==> src/rtl/ar_srl_fifo_lvl.sv <==
// SRL FIFO with registered head, occupancy count and AFULL/AEMPTY; ARSRL_ERRFLAG_EN adds sticky OVF/UNF.
// Latency: ENQ into empty FIFO shows at D_OUT two edges later; COUNT/AFULL/AEMPTY update on the accepting edge.
// Backpressure: ENQ ignored while FULL_N=0, DEQ ignored while EMPTY_N=0; both are gated internally.
module ar_srl_fifo_lvl #(
   parameter int width     = 128,
   parameter int l2depth   = 5,
   parameter int afull_th  = 28,
   parameter int aempty_th = 2
) (
   input  logic               CLK,
   input  logic               RST_N,
   input  logic               CLR,
   input  logic               ENQ,
   input  logic [width-1:0]   D_IN,
   input  logic               DEQ,
   output logic [width-1:0]   D_OUT,
   output logic               FULL_N,
   output logic               EMPTY_N,
   output logic [l2depth:0]   COUNT,
   output logic               AFULL,
   output logic               AEMPTY,
   output logic               OVF,
   output logic               UNF
);

   localparam int depth = 2 ** l2depth;
   localparam int cw    = l2depth + 1;
   localparam logic [cw-1:0] depth_c = cw'(depth);
   localparam logic [cw-1:0] af_c    = cw'(afull_th);
   localparam logic [cw-1:0] ae_c    = cw'(aempty_th);

   logic [width-1:0]   dat [depth];
   logic [width-1:0]   d_out_r;
   logic [cw-1:0]      pos, pos_next, count_r, count_next;
   logic               sempty, sfull, dempty, afull_r, aempty_r;
   logic               enq_ok, deq_ok, sdx;
   logic [l2depth-1:0] rd_idx;

   always_comb begin
      enq_ok     = ENQ & ~sfull;
      deq_ok     = DEQ & ~dempty;
      sdx        = ~sempty & (dempty | deq_ok);
      // pos==depth wraps to index depth-1 in the low bits, which is the oldest entry
      rd_idx     = pos[l2depth-1:0] - l2depth'(1);
      pos_next   = pos;
      if (enq_ok & ~sdx)
         pos_next = pos + cw'(1);
      else if (sdx & ~enq_ok)
         pos_next = pos - cw'(1);
      count_next = count_r + cw'(enq_ok) - cw'(deq_ok);
   end

   always_ff @(posedge CLK or negedge RST_N) begin
      if (!RST_N) begin
         pos      <= '0;
         sempty   <= 1'b1;
         sfull    <= 1'b0;
         dempty   <= 1'b1;
         count_r  <= '0;
         afull_r  <= 1'b0;
         aempty_r <= 1'b1;
      end else if (CLR) begin
         pos      <= '0;
         sempty   <= 1'b1;
         sfull    <= 1'b0;
         dempty   <= 1'b1;
         count_r  <= '0;
         afull_r  <= 1'b0;
         aempty_r <= 1'b1;
      end else begin
         pos      <= pos_next;
         sempty   <= (pos_next == '0);
         sfull    <= (pos_next == depth_c);
         if (sdx)
            dempty <= 1'b0;
         else if (deq_ok & sempty)
            dempty <= 1'b1;
         count_r  <= count_next;
         afull_r  <= (count_next >= af_c);
         aempty_r <= (count_next <= ae_c);
      end
   end

   // Storage is deliberately unreset so it maps onto shift-register primitives.
   always_ff @(posedge CLK) begin
      if (!CLR && enq_ok) begin
         for (int i = depth - 1; i > 0; i--)
            dat[i] <= dat[i-1];
         dat[0] <= D_IN;
      end
      if (!CLR && sdx)
         d_out_r <= dat[rd_idx];
   end

`ifdef ARSRL_ERRFLAG_EN
   logic ovf_r, unf_r;

   always_ff @(posedge CLK or negedge RST_N) begin
      if (!RST_N) begin
         ovf_r <= 1'b0;
         unf_r <= 1'b0;
      end else if (CLR) begin
         ovf_r <= 1'b0;
         unf_r <= 1'b0;
      end else begin
         if (ENQ & sfull)
            ovf_r <= 1'b1;
         if (DEQ & dempty)
            unf_r <= 1'b1;
      end
   end

   assign OVF = ovf_r;
   assign UNF = unf_r;
`else
   assign OVF = 1'b0;
   assign UNF = 1'b0;
`endif

   assign D_OUT   = d_out_r;
   assign FULL_N  = ~sfull;
   assign EMPTY_N = ~dempty;
   assign COUNT   = count_r;
   assign AFULL   = afull_r;
   assign AEMPTY  = aempty_r;

endmodule

==> config.mk <==
export PLATFORM = sky130hd
export DESIGN_NAME = ar_srl_fifo_lvl
export DESIGN_NICKNAME = d
export VERILOG_FILES = /design/src/rtl/ar_srl_fifo_lvl.sv
export SDC_FILE = /design/constraint.sdc
export NUM_CORES = 2
export LEC_CHECK = 0
export CELL_PAD_IN_SITES_DETAIL_PLACEMENT = 1
export CELL_PAD_IN_SITES_GLOBAL_PLACEMENT = 2
export CORE_MARGIN = 2
export CORE_UTILIZATION = 45
export DETAILED_ROUTE_END_ITERATION = 10
export MAX_ROUTING_LAYER = met4
export PLACE_DENSITY_LB_ADDON = 0.1
export SLEW_MARGIN = 20
export SYNTH_ARGS = -nofsm -noshare
export SYNTH_HDL_FRONTEND = slang
export SYNTH_SLANG_ARGS = --single-unit
==> constraint.sdc <==
create_clock -name CLK -period 189.4 [get_ports CLK]
set_input_delay 47.35 -clock CLK [delete_from_list [all_inputs] [get_ports CLK]]
set_output_delay 47.35 -clock CLK [all_outputs]
set_load 0.02 [all_outputs]
==> results.py <==
metrics = {
    "place": {
        "post-dp-hpwl_mm": 173,
        "gp_congestion": 0.717,
        "numPortBuffers": 270,
        "pre_cts_ws_ps": 135110,
    },
    "global_routing": {
        "grt_first_pass_wirelength_mm": 513,
        "grt_max_degree": 213,
        "grt_pass1_vias": 80700,
        "antenna_found_initial": 6,
        "grt.overflow.total": 0,
        "grtUsageTotal": 0.187,
    },
    "yosys": {
        "synth-seq-cells": 4241,
        "synth_top_cells_by_area": "edfxtp_1 (79%), mux4_2 (14%), nand2_1 (2.5%)",
        "ys.flop_type": "edfxtp_1",
        "synth-seq-area-share": 0.791,
        "synth_area_um2": 161000,
        "async_flop_share": 0.00401,
        "synth_top_area_cell": "edfxtp_1",
        "syn-mean-instance-area_um2": 21.2,
        "yosys.area.top_type_share": 0.788,
        "syn_inst": 7581,
        "ys_types": 47,
        "synth-edff-count": 4224,
        "yosys_warnings": 0,
    },
    "worst_setup_path": {
        "crit_required_ps": 189950,
        "cp_common_cell": "buf_4",
        "path_delay_family": "buffers and inverters",
        "crit_type": "in2reg",
        "cp-end-kind": "flop",
        "cpPeakStageDelay_ps": 850,
        "crit_slowest_cell": "buf_4",
        "critical_path.max_fanout": 193,
        "crit_arrival_ps": 53860,
        "critPathBufInv": 8,
        "start_kind": "primary input",
        "crit_chain": "clkdlybuf4s50_1, nor2b_1, inv_1, nor2_4, buf_4, buf_12, buf_4, buf_4, buf_4, buf_4",
    },
    "cells_and_area": {
        "syn_to_final_growth_pct": 13.9,
        "fillers": 31000,
        "drive_gt1_frac": 0.215,
        "fin_nets": 8137,
    },
    "cts": {
        "post_cts_resized": 0,
        "cts_buffers": 452,
        "path_clk_slew_ps": 60,
        "clock_tree.buffer_depth": 4,
        "cts_root_buffer": "clkbuf_16",
        "cts_max_level": 5,
        "clk_latency_ps": 950,
        "clock_sinks": 4241,
        "cts_setup_buffers": 0,
        "tritoncts": "done",
        "hold_buffers": 0,
    },
    "detailed_routing": {
        "finalWirelength_mm": 324,
        "vias_per_cell": 5.60,
        "drc": 0,
        "drt-initial-drc-count": 6404,
        "wire_per_inst_um": 24.7,
        "drt-pass1-iter-count": 7,
        "postRouteAntennaNets": 0,
        "dr_total_vias": 73500,
    },
    "timing": {
        "finalSetupViolCount": 0,
        "finalMaxSlewViolations": 0,
        "layout_min_cycle_time_ps": 53310,
        "finalCritPeriodShare": 0.281,
        "fin_tns_setup_ps": 0,
        "max_freq_ghz": 0.0188,
        "final.setup_skew_ps": 25.9,
        "fin_ws_ps": 136090,
        "relSlewSlack": 0.156,
        "tightestPinTransition_ps": 1270,
        "hold_viol_final": 0,
        "rsz0062_at_grt": "false",
    },
    "power_and_ir_drop": {
        "p_leak_nw": 58.7,
        "vdd_drop_max_uv": 20.4,
        "internal_power_w": 0.00197,
        "p_switching_w": 0.000955,
        "p_seq_frac": 0.395,
        "p_comb_frac": 0.311,
        "switching_share": 0.326,
        "clkPwrFrac": 0.294,
        "power.density_nw_per_um2": 16.0,
    },
    "status": {
        "status": "completed",
    },
    "die": {
        "ioPinCount": 273,
        "dieArea_um2": 363000,
        "start_util": 0.452,
        "rows": 219,
        "core_um2": 356000,
        "dieHeight_um": 602,
        "die_w_um": 602,
    },
    "worst_hold_path": {
        "min_path_type": "reg2reg",
    },
    "flow_run": {
        "drv_cap": 0,
    },
}
## Yosys cell counts, drive strengths merged (14+ instances only)
cell and n:
buf 201, a32o 73, o21ai 58, dfrtp 14, inv 14, nand3 390
mux4 1024, edfxtp 4224, a21oi 117, clkbuf 231, nand2 1084, a31oi 75
## registers in the layout, indices dropped and copies added (netlist names)
name and cells:
AEMPTY 1, AFULL 1, COUNT 6, D_OUT 128
dat 4096, dempty 1, pos 6, sempty 1
sfull 1
## per-stage QoR
step                      instances  area (um2)   util  total power [W]  hold WS (ps)
after detailed placement      12300      169000  0.475          0.00211           429
after floorplan                7582      161000      -          0.00198           421
after global placement        12300      169000  0.475          0.00211           423
after CTS                     13100      183000  0.515          0.00299           419
final                         13100      183000  0.515          0.00293           426
after global routing          13100      183000  0.515          0.00309           434
## worst reg2reg max path, cell delays in order, from the launching register on
cell     delay (ps)
dfrtp_4         790
buf_4           730
buf_4           670
buf_4           690
buf_4           880
buf_4           920
buf_4           670
mux4_2          600
nand2_1          80
nand2_1          70
a21oi_1         170
o21ai_0         240
## path summary, 6_finish.rpt
path	endpoint	slack, ps	startpoint	depth (start not counted)
setup / recovery	dat[30][34]$_DFFE_PP_	136090	ENQ	10
hold / removal	dat[30][104]$_DFFE_PP_	430	dat[29][104]$_DFFE_PP_	0
setup reg to reg	D_OUT[22]$_DFFE_PP_	182520	pos[0]$_DFF_PN0_	11
hold reg to reg	dat[30][104]$_DFFE_PP_	430	dat[29][104]$_DFFE_PP_	0
max in group asynchronous	pos[0]$_DFF_PN0_	141870	RST_N	1
min in group asynchronous	pos[5]$_DFF_PN0_	46900	RST_N	1
## cell type report
cell class              instances  area (um2)  share of cell area
flip-flops and latches       4241      127000               0.694
multi-input cells            2895       31800               0.174
clock buffers                 545       11900              0.0648
well taps                    4751        5940              0.0324
repair buffers                391        3950              0.0215
clock inverters               279        2460              0.0134
inverters                      14        57.6            0.000314
diodes                          1        2.50           0.0000136
## cells in the final DEF (no fill, tap or decap), types with 30 or more instances in the layout
master              n
edfxtp_1         4224
nand2_1          1084
mux4_2           1024
clkbuf_16         462
nand3_1           390
clkdlybuf4s50_1   270
a21oi_1           117
clkinv_1          110
clkinv_2           96
buf_4              93
clkbuf_1           81
a31oi_1            75
a32o_1             73
bufinv_16          40
o21ai_1            30
## cells by family (layout without fill, tap and decap cells)
logic type | Yosys count | after routing | synth area share
xor+xnor | 13 | 13 | 0.000754
fa+ha+maj | 9 | 9 | 0.000746
flops | 4241 | 4241 | 0.791
mux | 1024 | 1024 | 0.143
compound gates | 337 | 337 | 0.0136
other cells | 1 | 3 | 0.0000233
buf+inv | 446 | 1229 | 0.0124
simple gates | 1510 | 1510 | 0.0387
## power by group through the flow
stage          sequential (W)  combinational (W)  clock [W]
2_1_floorplan         0.00139           0.000590          0
3_3_place_gp          0.00117           0.000937          0
3_5_place_dp          0.00118           0.000937          0
4_1_cts               0.00116           0.000943   0.000892
5_1_grt               0.00116           0.000996   0.000926
6_report              0.00116           0.000911   0.000862
## layer usage
metal	track usage	vias to the layer above	share of wire	wire length (um)
met5	-	-	0	0
met3	0.0295	427	0.044	14200
met4	0.0358	0	0.017	5530
li1	-	32000	-	-
met1	0.271	39700	0.46	148000
met2	0.284	1406	0.48	156000
Power figures use the tool's default switching activity.
